===== config.mk =====
export PLATFORM = sky130hd
export DESIGN_NAME = dht11_scheduler_flat
export DESIGN_NICKNAME = d
export VERILOG_FILES = /design/src/rtl/dht11_pkg.sv /design/src/rtl/dht11_scheduler_if.sv /design/src/rtl/rr_arbiter.sv /design/src/rtl/dht11_scheduler.sv /design/src/flat_wrapper.sv
export SDC_FILE = /design/constraint.sdc
export NUM_CORES = 1
export LEC_CHECK = 0
export BUFFER_PORTS_ARGS = -buffer_cell sky130_fd_sc_hd__clkbuf_2
export CORE_MARGIN = 10
export CORE_UTILIZATION = 54
export DETAILED_ROUTE_END_ITERATION = 12
export PLACE_DENSITY = 0.82
export RECOVER_POWER = 100
export SLEW_MARGIN = 20
export SYNTH_ARGS = -nofsm -noshare
export SYNTH_HDL_FRONTEND = slang
export SYNTH_HIERARCHICAL = 1
export SYNTH_SLANG_ARGS = --single-unit

===== constraint.sdc =====
create_clock -name clk_50MHz -period 2.42 [get_ports clk_50MHz]
set_input_delay 0.242 -clock clk_50MHz [delete_from_list [all_inputs] [get_ports clk_50MHz]]
set_output_delay 0.242 -clock clk_50MHz [all_outputs]
set_load 0.03 [all_outputs]

===== src/rtl/dht11_pkg.sv =====
// Shared definitions for the DHT11 read scheduler.
//   - FSM state encoding
//   - response status codes
//   - byte-field offsets of the 40-bit reading {hum_int, hum_float, temp_int, temp_float, cs}
//   - 50 MHz timing constants
package dht11_pkg;

   typedef enum logic [2:0] {
      S_IDLE,
      S_DECIDE,
      S_HOLDOFF,
      S_PULSE,
      S_WAIT_BUSY,
      S_WAIT_DONE,
      S_CHECK,
      S_RESP
   } state_t;

   typedef enum logic [1:0] {
      ST_FRESH      = 2'b00,
      ST_CACHED     = 2'b01,
      ST_SENSOR_ERR = 2'b10,
      ST_CS_ERR     = 2'b11
   } rsp_status_t;

   localparam int unsigned HUM_INT_LSB = 32;
   localparam int unsigned HUM_FLT_LSB = 24;
   localparam int unsigned TMP_INT_LSB = 16;
   localparam int unsigned TMP_FLT_LSB = 8;
   localparam int unsigned CS_LSB      = 0;

   localparam int unsigned T_2S_50MHZ    = 100_000_000;
   localparam int unsigned T_100MS_50MHZ = 5_000_000;

endpackage


===== src/rtl/dht11_scheduler_if.sv =====
// Requester-side bus of the DHT11 read scheduler.
//   req        : level request per requester, held until its gnt bit
//   gnt        : one-hot grant, 1-cycle pulse with rsp_valid
//   rsp_valid  : 1-cycle response strobe
//   rsp_data   : 40-bit reading, MSB first
//   rsp_status : fresh / cached / sensor error / checksum error
// master = requester side, slave = scheduler side.
interface dht11_scheduler_if #(
   parameter int unsigned N_REQ = 4
);
   import dht11_pkg::*;

   logic [N_REQ-1:0] req;
   logic [N_REQ-1:0] gnt;
   logic             rsp_valid;
   logic [39:0]      rsp_data;
   rsp_status_t      rsp_status;

   modport master (output req, input gnt, input rsp_valid, input rsp_data, input rsp_status);
   modport slave  (input req, output gnt, output rsp_valid, output rsp_data, output rsp_status);

endinterface


===== src/rtl/rr_arbiter.sv =====
// Combinational round-robin arbiter, reusable for any shared peripheral.
//   i_req : request vector
//   i_ptr : highest-priority index; search wraps from here
//   o_gnt : one-hot winner (all zero when no request)
//   o_idx : binary index of the winner
//   o_any : at least one request present
module rr_arbiter #(
   parameter  int unsigned N  = 4,
   localparam int unsigned IW = (N > 1) ? $clog2(N) : 1
) (
   input  logic [N-1:0]  i_req,
   input  logic [IW-1:0] i_ptr,
   output logic [N-1:0]  o_gnt,
   output logic [IW-1:0] o_idx,
   output logic          o_any
);

   logic [IW-1:0] w_cand;

   always_comb begin
      o_gnt  = '0;
      o_idx  = '0;
      o_any  = 1'b0;
      w_cand = '0;
      for (int unsigned k = 0; k < N; k++) begin
         w_cand = IW'((32'(i_ptr) + k) % N);
         if (!o_any && i_req[w_cand]) begin
            o_any         = 1'b1;
            o_idx         = w_cand;
            o_gnt[w_cand] = 1'b1;
         end
      end
   end

endmodule


===== src/rtl/dht11_scheduler.sv =====
// Read scheduler for a single DHT11 reader shared by N_REQ requesters.
// Round-robin grant, enforced minimum re-read interval, checksum check,
// bounded retries, and a cached last-good reading served when a fresh
// read is not yet allowed.
//   clk_50MHz, rst_n : clock, asynchronous active-low reset
//   bus              : requester bus (req in; gnt/rsp_* out)
//   sen_en, sen_rst  : to reader en / rst (rst active-high)
//   sen_wai          : reader busy
//   sen_error        : reader error
//   sen_data         : reader 40-bit result
module dht11_scheduler
   import dht11_pkg::*;
#(
   parameter int unsigned N_REQ        = 4,
   parameter int unsigned MIN_INTERVAL = T_2S_50MHZ,
   parameter int unsigned MAX_RETRY    = 2,
   parameter int unsigned BUSY_TIMEOUT = 16,
   parameter int unsigned DONE_TIMEOUT = T_100MS_50MHZ
) (
   input  logic                clk_50MHz,
   input  logic                rst_n,
   dht11_scheduler_if.slave    bus,
   output logic                sen_en,
   output logic                sen_rst,
   input  logic                sen_wai,
   input  logic                sen_error,
   input  logic [39:0]         sen_data
);

   localparam int unsigned IW = (N_REQ > 1) ? $clog2(N_REQ) : 1;

   state_t           r_state;
   logic [IW-1:0]    r_owner;
   logic [N_REQ-1:0] r_owner_oh;
   logic [IW-1:0]    r_rr_ptr;
   logic [31:0]      r_attempts;
   logic [31:0]      r_tmo;
   logic [31:0]      r_age;
   logic             r_err_seen;
   logic [39:0]      r_cache;
   logic             r_cache_valid;
   logic [N_REQ-1:0] r_gnt;
   logic             r_rsp_valid;
   logic [39:0]      r_rsp_data;
   rsp_status_t      r_rsp_status;
   logic             r_sen_en;
   logic             r_sen_rst;

   logic [N_REQ-1:0] w_arb_gnt;
   logic [IW-1:0]    w_arb_idx;
   logic             w_arb_any;
   logic             w_allowed;
   logic [7:0]       w_cs_sum;
   logic             w_fail;
   rsp_status_t      w_fail_st;

   rr_arbiter #(.N(N_REQ)) u_arb (
      .i_req (bus.req),
      .i_ptr (r_rr_ptr),
      .o_gnt (w_arb_gnt),
      .o_idx (w_arb_idx),
      .o_any (w_arb_any)
   );

   assign w_allowed = (r_age == MIN_INTERVAL);
   assign w_cs_sum  = sen_data[HUM_INT_LSB +: 8] + sen_data[HUM_FLT_LSB +: 8]
                    + sen_data[TMP_INT_LSB +: 8] + sen_data[TMP_FLT_LSB +: 8];

   // Time since the last read start, saturating once a new read is allowed.
   always_ff @(posedge clk_50MHz or negedge rst_n) begin
      if (!rst_n)                    r_age <= MIN_INTERVAL;
      else if (r_state == S_PULSE)   r_age <= '0;
      else if (r_age != MIN_INTERVAL) r_age <= r_age + 1;
   end

   // All attempt-failure causes funnel into one retry/give-up path in the FSM.
   always_comb begin
      w_fail    = 1'b0;
      w_fail_st = ST_SENSOR_ERR;
      case (r_state)
         S_WAIT_BUSY: w_fail = !sen_wai && (r_tmo == BUSY_TIMEOUT - 1);
         S_WAIT_DONE: w_fail = sen_wai && (r_tmo == DONE_TIMEOUT - 1);
         S_CHECK: begin
            w_fail = r_err_seen || (w_cs_sum != sen_data[CS_LSB +: 8]);
            if (!r_err_seen) w_fail_st = ST_CS_ERR;
         end
         default: ;
      endcase
   end

   always_ff @(posedge clk_50MHz or negedge rst_n) begin
      if (!rst_n) begin
         r_state       <= S_IDLE;
         r_owner       <= '0;
         r_owner_oh    <= '0;
         r_rr_ptr      <= '0;
         r_attempts    <= '0;
         r_tmo         <= '0;
         r_err_seen    <= 1'b0;
         r_cache       <= '0;
         r_cache_valid <= 1'b0;
         r_gnt         <= '0;
         r_rsp_valid   <= 1'b0;
         r_rsp_data    <= '0;
         r_rsp_status  <= ST_FRESH;
         r_sen_en      <= 1'b0;
         r_sen_rst     <= 1'b1;
      end else begin
         // Pulsed outputs default low; set only on the transition into their state.
         r_gnt       <= '0;
         r_rsp_valid <= 1'b0;
         r_sen_rst   <= 1'b0;
         if (w_fail) begin
            r_sen_en   <= 1'b0;
            r_attempts <= r_attempts + 1;
            if (r_attempts < MAX_RETRY) begin
               r_state <= S_HOLDOFF;
            end else begin
               r_cache_valid <= 1'b0;
               r_rsp_valid   <= 1'b1;
               r_gnt         <= r_owner_oh;
               r_rsp_data    <= '0;
               r_rsp_status  <= w_fail_st;
               r_state       <= S_RESP;
            end
         end else begin
            case (r_state)
               S_IDLE: if (w_arb_any) begin
                  r_owner    <= w_arb_idx;
                  r_owner_oh <= w_arb_gnt;
                  r_attempts <= '0;
                  r_state    <= S_DECIDE;
               end
               S_DECIDE: begin
                  if (w_allowed) begin
                     r_sen_en  <= 1'b1;
                     r_sen_rst <= 1'b1;
                     r_state   <= S_PULSE;
                  end else if (r_cache_valid) begin
                     r_rsp_valid  <= 1'b1;
                     r_gnt        <= r_owner_oh;
                     r_rsp_data   <= r_cache;
                     r_rsp_status <= ST_CACHED;
                     r_state      <= S_RESP;
                  end else begin
                     r_state <= S_HOLDOFF;
                  end
               end
               S_HOLDOFF: if (w_allowed) begin
                  r_sen_en  <= 1'b1;
                  r_sen_rst <= 1'b1;
                  r_state   <= S_PULSE;
               end
               S_PULSE: begin
                  r_err_seen <= 1'b0;
                  r_tmo      <= '0;
                  r_state    <= S_WAIT_BUSY;
               end
               S_WAIT_BUSY: begin
                  if (sen_wai) begin
                     r_tmo   <= '0;
                     r_state <= S_WAIT_DONE;
                  end else begin
                     r_tmo <= r_tmo + 1;
                  end
               end
               S_WAIT_DONE: begin
                  // Reader clears its error before dropping wai, so latch it.
                  r_err_seen <= r_err_seen | sen_error;
                  if (!sen_wai) r_state <= S_CHECK;
                  else          r_tmo   <= r_tmo + 1;
               end
               S_CHECK: begin
                  r_sen_en      <= 1'b0;
                  r_cache       <= sen_data;
                  r_cache_valid <= 1'b1;
                  r_rsp_valid   <= 1'b1;
                  r_gnt         <= r_owner_oh;
                  r_rsp_data    <= sen_data;
                  r_rsp_status  <= ST_FRESH;
                  r_state       <= S_RESP;
               end
               S_RESP: begin
                  r_rr_ptr <= (32'(r_owner) == N_REQ - 1) ? '0 : r_owner + IW'(1);
                  r_sen_en <= 1'b0;
                  r_state  <= S_IDLE;
               end
               default: r_state <= S_IDLE;
            endcase
         end
      end
   end

   assign bus.gnt        = r_gnt;
   assign bus.rsp_valid  = r_rsp_valid;
   assign bus.rsp_data   = r_rsp_data;
   assign bus.rsp_status = r_rsp_status;
   assign sen_en         = r_sen_en;
   assign sen_rst        = r_sen_rst;

endmodule


===== src/flat_wrapper.sv =====
// flat-port wrapper written by rule: the top's interface ports become plain ports
module dht11_scheduler_flat import dht11_pkg::*;
#(
   parameter int unsigned N_REQ        = 4,
   parameter int unsigned MIN_INTERVAL = T_2S_50MHZ,
   parameter int unsigned MAX_RETRY    = 2,
   parameter int unsigned BUSY_TIMEOUT = 16,
   parameter int unsigned DONE_TIMEOUT = T_100MS_50MHZ
)
  (clk_50MHz, rst_n, sen_en, sen_rst, sen_wai, sen_error, sen_data, bus_req, bus_gnt, bus_rsp_valid, bus_rsp_data, bus_rsp_status);
  dht11_scheduler_if #(.N_REQ(N_REQ)) bus_i ();
  input  logic clk_50MHz;
  input  logic rst_n;
  output logic sen_en;
  output logic sen_rst;
  input  logic sen_wai;
  input  logic sen_error;
  input  logic [39:0] sen_data;
  input wire logic [$bits(bus_i.req)-1:0] bus_req;
  output wire logic [$bits(bus_i.gnt)-1:0] bus_gnt;
  output wire logic [$bits(bus_i.rsp_valid)-1:0] bus_rsp_valid;
  output wire logic [$bits(bus_i.rsp_data)-1:0] bus_rsp_data;
  output wire logic [$bits(bus_i.rsp_status)-1:0] bus_rsp_status;
  assign bus_i.req = bus_req;
  assign bus_gnt = bus_i.gnt;
  assign bus_rsp_valid = bus_i.rsp_valid;
  assign bus_rsp_data = bus_i.rsp_data;
  assign bus_rsp_status = bus_i.rsp_status;
  dht11_scheduler #(.N_REQ(N_REQ), .MIN_INTERVAL(MIN_INTERVAL), .MAX_RETRY(MAX_RETRY), .BUSY_TIMEOUT(BUSY_TIMEOUT), .DONE_TIMEOUT(DONE_TIMEOUT)) u_core (.clk_50MHz(clk_50MHz), .rst_n(rst_n), .bus(bus_i), .sen_en(sen_en), .sen_rst(sen_rst), .sen_wai(sen_wai), .sen_error(sen_error), .sen_data(sen_data));
endmodule

==> reports/summary.md, run 1 <==
97 I/O pins were placed. The number of enable-type register cells in the synthesized netlist came out at 0. In this run the horizontal extent of the chip is 161 um. The aggregate negative setup slack came out at -173.20 ns. Routability-driven placement finished with a final weighted congestion of 0.888. The die is 161 um tall. Traced cell by cell, the critical path runs through clkbuf_2 > fa_1 > fa_1 > ha_1 > o21ai_0 > o21bai_1 > a211oi_2 > buf_4 > o2111ai_4 > buf_6 > o21ai_4 > buf_4 > clkbuf_16 > nor3_4 > mux2i_1. The master of the slowest instance on the critical path was fa_1. The post-route core utilization came out at 0.716. The routed design has 35600 um of wire.

Synthesis produced a netlist with a net count of 1110. No sink is reached through more buffers than the 2 on the longest clock path. The row count was 51; the number of nets with antenna violations after detailed routing was 0.

The first global-routing pass estimated 50600 um of wire. The run gives -1.25 ns as the final critical-path setup slack. The worst hold path terminates at u_core/r_cache[38]. Timing analysis after detailed placement gives a worst setup slack of -1.66 ns.

The cell count after synthesis came out at 1027. Across the routed clock network, the largest skew measured is 0.0194 ns. For the worst-skew pair, the clock arrives at the later sink with an insertion delay of 0.46 ns. The number of hold violations in the final report was 0. HPWL after detailed placement: 19600 um. The tools report the maximum vdd drop as 0.760 mV. The tools report the post-detailed-route DRC marker count as 0.

Among all cell types in the netlist, the one instantiated most often is dfrtp_1. In the post-synthesis netlist, the biggest area contributors are dfrtp_1, mux2i_1, mux2_2. For this run, the number of Yosys warnings is 6.

The tools report the endpoint of the worst-slack reg-to-reg timing path as u_core/r_attempts[30]. The via count was 10014. The number of cells traversed by the worst register-to-register path came out at 12. In the final design database the tool counted 1322 nets. The number of max-cap violations is 1, and the register-to-register path setup slack is -0.53 ns. The flip-flop and latch count after synthesis is 198. The critical path startpoint category is an input port. The run gives 77 as the pin count of the biggest net entering global routing. In this design, the stage delay of the slowest critical-path cell is 0.63 ns.

The area of the die came out at 26100 um^2. The final reports fail on capacitance limit, slew limit, setup timing. The worst setup path is captured at a flop. Setup violations remaining at the end of the flow were counted as 162.

The critical path is of the input port to flop type. The all-layer global routing usage was 0.236. The pin slew with the least headroom to its limit works out to 1.90 ns. Clock-pin slew was measured on the worst setup and hold paths at 0.08 ns. For the number of H-tree levels, the log shows 4. The share of flip-flops with an asynchronous set or reset is 1.00, and the TritonCTS buffer count is 17. The share of Yosys cell area claimed by the top area cell type was 0.429. The final critical-path required period was 3.67 ns; the fraction of the cycle the final worst path needs was 1.52. Buffers placed on the I/O ports in this run total 96.

The tightest slew margin relative to the limit is -0.267, and the hold-critical path depth is 2. Relative to the synthesized area, the layout overhead comes to 29.9%. The achievable clock frequency is 0.272 GHz, and the required time of the worst setup path is 2.79 ns.

The post-synthesis cell type count was 71; the maximum net fanout on the critical path was 6. The data arrival time of the critical path was 4.04 ns. Origin of the critical flop-to-flop path: u_core/r_state[0]. The startpoint identified for the worst hold timing path is sen_data[38].

The wire length per cell was 23.5 um. For this run, the leading register cell type out of synthesis is dfrtp_1. In this run the worst hold path is classified as input port to flop. The effective utilization at floorplan is 0.551, and the fraction of final layout cells sized beyond drive strength 1 is 0.304. By count the netlist is led by dfrtp_1, nand2_1, nor2_1. The leakage power came out at 0.00653 uW. For the number of DRC violations after detailed-routing iteration 0, the log shows 1407.

The run finished, with violations left. Root cell of the clock tree: clkbuf_16. The total area inside the core boundary comes to 19600 um^2.

The post-synth design cell area came out at 10800 um^2. The initial antenna violation count was 1. Via count of the first global-routing pass: 9581. TritonCTS built the clock tree. The tools report the max-slew violation total from the final report as 77.

The average instance in the mapped netlist occupies 10.5 um^2. The average vias per placed instance is 6.60. The number of detailed-route iterations in the first pass was 9. The leading area contributor after synthesis is dfrtp_1. The tools report the sink count of the clock tree as 198. The run gives 0.460 as the sequential share of the synthesized area.

Power per cell area: 997 nW/um^2. Setup repair after global routing could not meet its margin everywhere. The final global-route overflow total is 0.
## state kept, by name (all words and copies together) (netlist names)
signal and flops:
u_core/bus.gnt 4, u_core/bus.rsp_data 40, u_core/bus.rsp_status 2, u_core/bus.rsp_valid 1, u_core/r_age 32, u_core/r_attempts 32
u_core/r_cache 40, u_core/r_cache_valid 1, u_core/r_err_seen 1, u_core/r_owner 2, u_core/r_owner_oh 4, u_core/r_rr_ptr 2
u_core/r_state 3, u_core/r_tmo 32, u_core/sen_en 1, u_core/sen_rst 1
## through the flow
step / instances / hold WS (ns) / total power [uW] / area [um^2]
6_report: 1518 / 0.0572 / 14000 / 14000
5_1_grt: 1518 / 0.0542 / 14600 / 14000
4_1_cts: 1508 / 0.0573 / 13400 / 13600
3_5_place_dp: 1466 / 0.301 / 10300 / 12600
3_3_place_gp: 1466 / 0.310 / 10100 / 12600
2_1_floorplan: 1027 / -0.0536 / 8220 / 11000
## how the worst max path moves through the flow
stage | from | to | cells past startpoint
finish | sen_data[20] | u_core/r_attempts[30] | 15
global route | sen_data[12] | u_core/r_tmo[21] | 12
CTS | sen_data[9] | u_core/r_tmo[29] | 15
detailed placement | sen_data[9] | u_core/r_tmo[31] | 15
global placement | sen_data[9] | u_core/r_tmo[31] | 15
floorplan | sen_data[9] | u_core/r_tmo[3] | 14
## power breakdown
group,total (uW),switching [uW],internal (uW)
sequential,4450,521,3930
clock,2860,1470,1390
combinational,6670,4190,2480
## critical path, delay by kind of cell
kind	cells	cell delay, ns
adder cells (fa/ha/maj)	3	1.55
AO/OA/AOI/OAI	5	0.90
buffers and inverters	5	0.81
multiplexers	1	0.27
AND/OR/NAND/NOR	1	0.24
## cells by family (layout without fill, tap and decap cells)
group	count (synthesis)	count (layout)	synth area share
fa+ha+maj	35	35	0.0503
flops	198	198	0.460
buf+inv	87	312	0.0334
mux	121	121	0.123
compound gates	195	195	0.131
xor+xnor	42	42	0.0353
other cells	0	1	0
simple gates	349	349	0.167
## area by class of cell
| class | count | area [um^2] |
|---|---|---|
| flip-flops and latches | 198 | 4970 |
| multi-input cells | 742 | 6200 |
| well taps | 265 | 332 |
| diodes | 1 | 2.50 |
| inverters | 30 | 113 |
| clock buffers | 18 | 429 |
| repair buffers | 250 | 1830 |
| clock inverters | 14 | 153 |
| fillers | 1188 | 5560 |
## cell usage in the layout, fill, tap and decap left out, drive strengths merged, types with 5 or more instances in the layout
cell type,Yosys,final
nand3,41,41
nor2,73,73
clkinv,0,5
and2,8,8
mux2i,70,70
nor2b,5,5
a21oi,22,22
dfstp,13,13
inv,30,38
a22oi,9,9
nor4b,5,5
nand2b,9,9
nor3,26,26
dfrtp,185,185
o41ai,6,6
o31ai,49,49
nand4,22,22
xnor2,11,11
and4,5,5
or3,6,6
fa,14,14
clkbuf,37,125
o21ai,33,33
ha,21,21
mux2,47,47
and3,17,17
nor4,27,27
buf,20,142
a31oi,10,10
nand2,93,93
o2bb2ai,40,40
xor2,30,30
## timing repair
action	in CTS	in global routing
resized for setup	54	88
hold buffers	1	0
gates cloned	1	5
pin swaps	13	16
endpoints found under the hold margin	59	0
endpoints found under the setup margin	159	166
setup buffers	8	5
## layer usage
| layer | track usage | wire length (um) |
|---|---|---|
| met5 | 0 | 0 |
| met2 | 0.384 | 17100 |
| met3 | 0.0564 | 3260 |
| met4 | 0.0951 | 2050 |
| met1 | 0.297 | 13300 |
Power figures use the tool's default switching activity.
==> run 2: changes to the inputs <==
--- a/config.mk
+++ b/config.mk
@@ -7,9 +7,10 @@
 export LEC_CHECK = 0
 export BUFFER_PORTS_ARGS = -buffer_cell sky130_fd_sc_hd__clkbuf_2
 export CORE_MARGIN = 10
-export CORE_UTILIZATION = 54
+export CORE_UTILIZATION = 55
+export CTS_BUF_LIST = sky130_fd_sc_hd__clkbuf_2 sky130_fd_sc_hd__clkbuf_4 sky130_fd_sc_hd__clkbuf_8
 export DETAILED_ROUTE_END_ITERATION = 12
-export PLACE_DENSITY = 0.82
+export PLACE_DENSITY = 0.84
 export RECOVER_POWER = 100
 export SLEW_MARGIN = 20
 export SYNTH_ARGS = -nofsm -noshare
==> run 2 against run 1 <==
Effect of this change: the flow finishes with violations (setup timing); non-clock buffer count up 7; sequential share of layout area down 0.27 points; worst setup slack worse by 0.059 ns; combinational power up 5.8%; register-to-register slack worse by 0.11 ns; largest power group unchanged; highest routed layer unchanged.
==> reports/summary.md, run 2 (synthesized netlist as in run 1, its figures left out) <==
Number of detailed-route iterations in the first pass: 9 (unchanged). Setup repair after global routing could not meet its margin everywhere. The met1 usage in global routing came out at 0.303 (was 0.297). The tools report the root cell of the clock tree as clkbuf_8 (was clkbuf_16). For the maximum vdd drop, the log shows 0.826 mV (was 0.760 mV). The tools report the first element of the critical path as sen_data[9] (was sen_data[20]). The number of instances in the placed design came out at 1466 (unchanged). The startpoint-to-endpoint class of the critical path is input port to flop (unchanged).

The tools report the endpoint of the worst hold-timing path as u_core/r_err_seen (was u_core/r_cache[38]). The run gives 25600 um^2 (was 26100 um^2) as the area of the die. The switching share of power came out at 0.466 (was 0.442). The master of the slowest instance on the critical path was fa_2 (was fa_1). The number of hold violations in the final report was 0 (unchanged). The fraction of the cycle the final worst path needs is 1.54 (was 1.52). Commonest non-fill, non-tap cells in the layout: dfrtp_1, buf_4, nand2_1 (unchanged). The wire length per cell works out to 23.4 um (was 23.5 um). The category of cells accounting for the largest share of critical-path delay was adder cells (unchanged).

The register-to-register path setup slack is -0.64 ns (was -0.53 ns), and the clock network power share is 0.161 (was 0.204). The power per cell area works out to 970 nW/um^2 (was 997 nW/um^2). The logs give 0.324 (was 0.318) for the relative contribution of sequential cells to total power and 4.10 ns (was 4.04 ns) for the data arrival time of the critical path. The fraction of final layout cells sized beyond drive strength 1 is 0.326 (was 0.304). The via count is 10137 (was 10014). Layout overhead on the synthesized area: 30.9% (was 29.9%). Final global-route overflow total: 0 (unchanged).

The buffering stage count on the worst path with inverters included was 5 (unchanged); the clock slew seen by the registers of the worst setup and hold paths was 0.11 ns (was 0.08 ns). Number of cells traversed by the worst register-to-register path: 12 (unchanged). The via count of the first global-routing pass is 9947 (was 9581), and the final-report setup violation count is 160 (was 162). Failing checks: setup timing (was capacitance limit, slew limit, setup timing). The logs give 0.924 (was 0.888) for the routability congestion estimate from global placement and 0 (was 77) for the max-slew violation total from the final report.

The effective utilization at floorplan was 0.557 (was 0.551); the global-route wire length before repair was 52500 um (was 50600 um). The maximum net fanout on the critical path is 8 (was 6). The run finished, with violations left.

The average vias per placed instance is 6.65 (was 6.60), and the number of DRC violations after detailed-routing iteration 0 is 1353 (was 1407). Worst-skew pair later-pin latency: 0.50 ns (was 0.46 ns). The final routed wirelength across all metal layers was 35600 um (about the same).

Cells traversed along the worst timing path: buf_8 > fa_1 > inv_2 > fa_1 > inv_2 > ha_4 > fa_2 > xor2_1 > nor4_1 > and3_1 > o2111ai_4 > buf_4 > o21ai_4 > buf_12 > mux2_2 > mux2i_1 (was clkbuf_2 > fa_1 > fa_1 > ha_1 > o21ai_0 > o21bai_1 > a211oi_2 > buf_4 > o2111ai_4 > buf_6 > o21ai_4 > buf_4 > clkbuf_16 > nor3_4 > mux2i_1). The total of buffers placed on input and output ports was 96 (unchanged). Net switching component of the power: 6390 uW (was 6180 uW). The all-layer global routing usage is 0.247 (was 0.236). The post-route core utilization was 0.729 (was 0.716); the width of the chip was 160 um (was 161 um). The final critical-path required period is 3.73 ns (was 3.67 ns), and the number of nets with antenna violations after detailed routing is 0 (unchanged).

The core footprint was 19400 um^2 (was 19600 um^2). The logs give 198 (unchanged) for the sink count of the clock tree and 0.515 (was 0.477) for the portion of total power attributed to combinational logic. The routing usage on met2 was 0.410 (was 0.384).

The pin slew with the least headroom to its limit is 1.38 ns (was 1.90 ns). Pin count of the biggest net entering global routing: 73 (was 77). The routing usage on met3 is 0.0578 (was 0.0564).

For the final critical-path setup slack, the log shows -1.31 ns (was -1.25 ns). For the HPWL after detailed placement, the log shows 20200 um (was 19600 um). Endpoint of the worst-slack reg-to-reg timing path: u_core/bus.rsp_data[26] (was u_core/r_attempts[30]).

The tools report the leakage power as 0.00638 uW (was 0.00653 uW). The die height is 160 um (was 161 um). The tools report the critical path startpoint category as an input port (unchanged). The logs give 2 (was 1) for the initial antenna violation count and 1525 (was 1518) for the final non-filler cell total.

The maximum root-to-sink buffer count came out at 2 (unchanged). Required time of the worst setup path: 2.79 ns (about the same). The class of the tightest hold or removal check was input port to flop (unchanged). The logs give 4 (unchanged) for the number of H-tree levels and 7310 uW (was 7800 uW) for the internal power. TritonCTS built the clock tree.

The stage delay of the slowest cell on the critical path is 0.56 ns (was 0.63 ns), and the achievable clock frequency is 0.268 GHz (was 0.272 GHz). The clock tree skew after final layout was 0.0291 ns (was 0.0194 ns). The tools report the row count as 51 (unchanged). Peak-usage layer in the global routing report: met2 (unchanged).

The post-detailed-route DRC marker count was 0 (unchanged). The origin of the critical flop-to-flop path was u_core/r_state[0] (unchanged). The run gives 0 (was 1) as the number of max-cap violations. The tools report the sort of element at the end of the critical path as a flop (unchanged). The tools report the worst hold path startpoint as sen_error (was sen_data[38]). The hold-critical path depth came out at 3 (was 2). The most frequent standard cell in the layout excluding fill and tap cells is dfrtp_1 (unchanged). The run gives 0.0809 (was -0.267) as the tightest slew margin relative to the limit. The TritonCTS buffer count came out at 17 (unchanged).

The aggregate negative setup slack was -180.83 ns (was -173.20 ns); the number of top-level design ports was 97 (unchanged). The tools report the number of nets in the layout as 1329 (was 1322).
## run 2: changes by cell type in the layout (fill, tap and decap cells not counted), sizes merged
cell         before  now
clkinvlp          1    0
clkinv            5    7
buf             142  151
bufbuf            0    1
clkbuf          125  120
dlygate4sd3       1    2
## run 2: cell type report
cell class	instances	area [um^2]
Timing Repair Buffer	257	1980
Clock inverter	15	178
Clock buffer	17	234
Fill cell	1213	5270
Inverter	30	113
Multi-Input combinational cell	742	6320
Tap cell	265	332
Antenna cell	1	2.50
Sequential cell	198	4970
## run 2: worst max path at each step
stage | to | slack [ns] | cells past startpoint
5_1_grt | u_core/r_attempts[2] | -1.43 | 14
3_5_place_dp | u_core/r_tmo[11] | -1.66 | 15
4_1_cts | u_core/r_tmo[14] | -1.05 | 15
3_3_place_gp | u_core/r_tmo[16] | -1.51 | 15
6_report | u_core/r_attempts[2] | -1.31 | 16
2_1_floorplan | u_core/r_tmo[3] | -1.22 | 14
## run 2: worst min-delay path, cell delays in order
cell and delay (ns):
clkbuf_2 0.09, nand3_1 0.09, o22ai_2 0.06
## run 2: repair_timing
item                       in CTS  in global routing
resized for setup             100                 61
setup endpoints to repair     159                174
setup buffers                  10                  8
hold buffers                    1                  1
pin swaps                      21                 21
gates cloned                    5                  1
hold endpoints to repair       40                  1
## run 2: layer usage
layer	vias up	routed length, um
li1	4219	-
met5	-	0
met3	221	3280
met4	0	2110
met1	4936	13100
met2	761	17100
## run 2: stage by stage
stage	area, um^2	hold WS (ns)	total power [uW]	worst slack, ns
global placement	12700	0.240	10100	-1.51
detailed placement	12700	0.238	10200	-1.66
floorplan	11000	-0.0536	8220	-1.22
finish	14100	0.0221	13700	-1.31
CTS	13800	0.00194	13000	-1.05
global route	14100	0.0137	14300	-1.43
## run 2: power by group through the flow
stage	sequential [uW]	combinational [uW]	clock [uW]
detailed placement	4420	5830	0
global route	4470	7440	2350
finish	4440	7060	2210
global placement	4400	5660	0
floorplan	5040	3180	0
CTS	4380	6450	2200
==> run 3: changes to the inputs <==
--- a/config.mk
+++ b/config.mk
@@ -7,10 +7,10 @@
 export LEC_CHECK = 0
 export BUFFER_PORTS_ARGS = -buffer_cell sky130_fd_sc_hd__clkbuf_2
 export CORE_MARGIN = 10
-export CORE_UTILIZATION = 55
+export CORE_UTILIZATION = 47
 export CTS_BUF_LIST = sky130_fd_sc_hd__clkbuf_2 sky130_fd_sc_hd__clkbuf_4 sky130_fd_sc_hd__clkbuf_8
 export DETAILED_ROUTE_END_ITERATION = 12
-export PLACE_DENSITY = 0.84
+export PLACE_DENSITY = 0.74
 export RECOVER_POWER = 100
 export SLEW_MARGIN = 20
 export SYNTH_ARGS = -nofsm -noshare
==> run 3 against run 2 <==
Effect of this change: the flow finishes with violations (capacitance limit, slew limit, setup timing); count of clock-buffer cells in the layout is 1 higher; sequential power is 2% higher; power is 6.5% higher; clock power is 2% higher; die area is 15% higher; core utilization is 7.3 points lower; flip-flop and latch count stayed put; wire length is 2.5% lower; global-route usage is 4.7 points lower; fmax is 0.91% lower; highest routed layer unchanged; largest cell class unchanged; cell count is 3.5% higher.
==> reports/summary.md, run 3 (synthesized netlist as in run 1, its figures left out) <==
The achievable clock frequency is 0.266 GHz (was 0.268 GHz). The number of detailed-route iterations in the first pass came out at 5 (was 9). The routability congestion estimate from global placement is 0.870 (was 0.924).

The fraction of final layout cells sized beyond drive strength 1 is 0.358 (was 0.326), and the data arrival time of the critical path is 4.11 ns (was 4.10 ns). The most frequent standard cell in the layout excluding fill and tap cells is dfrtp_1 (unchanged). The post-placement cell area came out at 12800 um^2 (was 12700 um^2).

The clock slew seen by the registers of the worst setup and hold paths came out at 0.12 ns (was 0.11 ns). The tools report the final design area excluding fillers as 14800 um^2 (was 14100 um^2). For the number of max-cap violations, the log shows 1 (was 0). The tools report the origin of the critical flop-to-flop path as u_core/r_state[0] (unchanged). Pin count of the biggest net entering global routing: 71 (was 73). The logs give 0 (unchanged) for the number of hold violations in the final report and 0.00684 uW (was 0.00638 uW) for the leakage power.

Required time of the worst setup path: 2.77 ns (was 2.79 ns). The TritonCTS buffer count is 17 (unchanged), and the total of buffers placed on input and output ports is 96 (unchanged). The logs give 0 (unchanged) for the final global-route overflow total and 17100 um (about the same) for the detailed route wirelength on metal2. The post-place setup slack is -1.74 ns (was -1.66 ns), and the pin slew with the least headroom to its limit is 1.78 ns (was 1.38 ns). The tools report the HPWL after detailed placement as 19600 um (was 20200 um).

The met3 routed wirelength is 2730 um (was 3280 um), and the maximum net fanout on the critical path is 9 (was 8). The logs give 71 (was 0) for the max-slew violation total from the final report and 4 (unchanged) for the number of H-tree levels. The class of the tightest hold or removal check was input port to flop (unchanged).

The number of nets with antenna violations after detailed routing is 0 (unchanged). Sort of element at the end of the critical path: a flop (unchanged). The tools report the first element of the critical path as sen_data[9] (unchanged).

The wire length per cell is 22.0 um (was 23.4 um), and the core footprint is 22600 um^2 (was 19400 um^2). Failing checks: capacitance limit, slew limit, setup timing (was setup timing). For the all-layer global routing usage, the log shows 0.201 (was 0.247). The flow ran to the end, but the final reports show violations.

The overall power of the completed layout came out at 14600 uW (was 13700 uW). For the effective utilization at floorplan, the log shows 0.477 (was 0.557). The final critical-path setup slack was -1.34 ns (was -1.31 ns); the clock tree skew after final layout was 0.0204 ns (was 0.0291 ns).

The run gives 0 (unchanged) as the post-detailed-route DRC marker count. The tools report the sink count of the clock tree as 198 (unchanged). The final critical-path required period came out at 3.76 ns (was 3.73 ns). Startpoint-to-endpoint class of the critical path: input port to flop (unchanged). The tools report the number of top-level design ports as 97 (unchanged).

The global-route wire length before repair came out at 47900 um (was 52500 um). The fraction of the cycle the final worst path needs is 1.56 (was 1.54), and the maximum root-to-sink buffer count is 2 (unchanged). The row count is 55 (was 51), and the area of the die is 29400 um^2 (was 25600 um^2). The worst hold path startpoint was sen_data[14] (was sen_error). Number of nets in the layout: 1362 (was 1329). For the initial antenna violation count, the log shows 1 (was 2). The width of the chip was 172 um (was 160 um); the maximum vdd drop was 0.473 mV (was 0.826 mV). The tightest slew margin relative to the limit came out at -0.189 (was 0.0809). The logs give 13800 um (was 13100 um) for the routed metal-1 wire length and 1229 (was 1353) for the number of DRC violations after detailed-routing iteration 0. The die height was 172 um (was 160 um). Commonest non-fill, non-tap cells in the layout: dfrtp_1, buf_4, nand2_1 (unchanged). For the via count, the log shows 9684 (was 10137). The via count of the first global-routing pass was 9278 (was 9947). TritonCTS built the clock tree. The final routed wirelength across all metal layers was 34800 um (was 35600 um).

For the final-report setup violation count, the log shows 160 (unchanged). The average vias per placed instance came out at 6.14 (was 6.65). The worst-skew pair later-pin latency is 0.49 ns (was 0.50 ns). The top metal layer carrying routed signals is met4 (unchanged). The power per cell area works out to 983 nW/um^2 (was 970 nW/um^2). The run gives 0.656 (was 0.729) as the post-route core utilization. Critical path startpoint category: an input port (unchanged). Setup repair after global routing could not meet its margin everywhere. The root cell of the clock tree was clkbuf_8 (unchanged).

Layout overhead on the synthesized area: 37.5% (was 30.9%).
run 3: cell count changes in the layout (fill, tap and decap cells not counted), moves of 15 or more:
cell	before	now
buf_4	119	136
mux2_2	45	22
mux2_4	2	25
o2bb2ai_1	40	3
o2bb2ai_2	0	22
o2bb2ai_4	0	15
o31ai_1	12	29
o31ai_4	26	5
run 3: layout make-up:
type	instances	area, um^2
sequential	198	4970
inverter	30	118
clock buffer	18	241
tap	285	357
clock inverter	14	166
timing repair buffer	290	2380
antenna	1	2.50
fill	1584	7800
multi-input combinational	742	6600
run 3: worst paths after layout:
path                                           endpoint  slack, ns  depth (start not counted)
worst max-delay path                    u_core/r_tmo[6]      -1.34                         16
worst min-delay path                 u_core/r_cache[14]       0.05                          2
worst max register to register  u_core/bus.rsp_data[10]      -0.63                         13
worst min register to register     u_core/r_owner_oh[1]       0.48                          2
max in group asynchronous          u_core/r_owner_oh[3]       0.26                          3
min in group asynchronous       u_core/bus.rsp_data[17]       0.74                          2
run 3: repair_timing:
item                                    CTS  global route
hold buffers                              1             0
hold endpoints to repair                 57             0
gates cloned                              9             9
pin swaps                                12            32
endpoints found under the setup margin  159           162
setup buffers                            14            12
gates resized for setup                  71           146
run 3: power by group:
part	internal, uW	switching (uW)
sequential	3930	588
combinational	3340	4480
clock	959	1300
total	8230	6360
run 3: critical path, cell delays in order:
cell and delay [ns]:
buf_8 0.10, fa_1 0.55, inv_2 0.05, fa_1 0.52, inv_2 0.05, ha_4 0.16, fa_2 0.38, a21o_1 0.20
a21oi_2 0.18, o21ai_1 0.15, xnor2_2 0.19, buf_4 0.16, o21a_2 0.22, or3_4 0.47, buf_12 0.18, o41ai_2 0.31
run 3: routing by layer:
metal	up-vias	GRT usage
li1	4290	-
met1	4779	0.267
met2	500	0.326
met3	115	0.0403
met4	0	0.0548
met5	-	0
run 3: through the flow:
step / hold WS [ns] / std cells / setup TNS, ns
finish: 0.0480 / 1578 / -176.52
global route: 0.0357 / 1578 / -196.53
CTS: 0.0102 / 1558 / -172.12
detailed placement: 0.287 / 1503 / -247.31
global placement: 0.283 / 1503 / -232.16
floorplan: -0.0536 / 1027 / -169.28
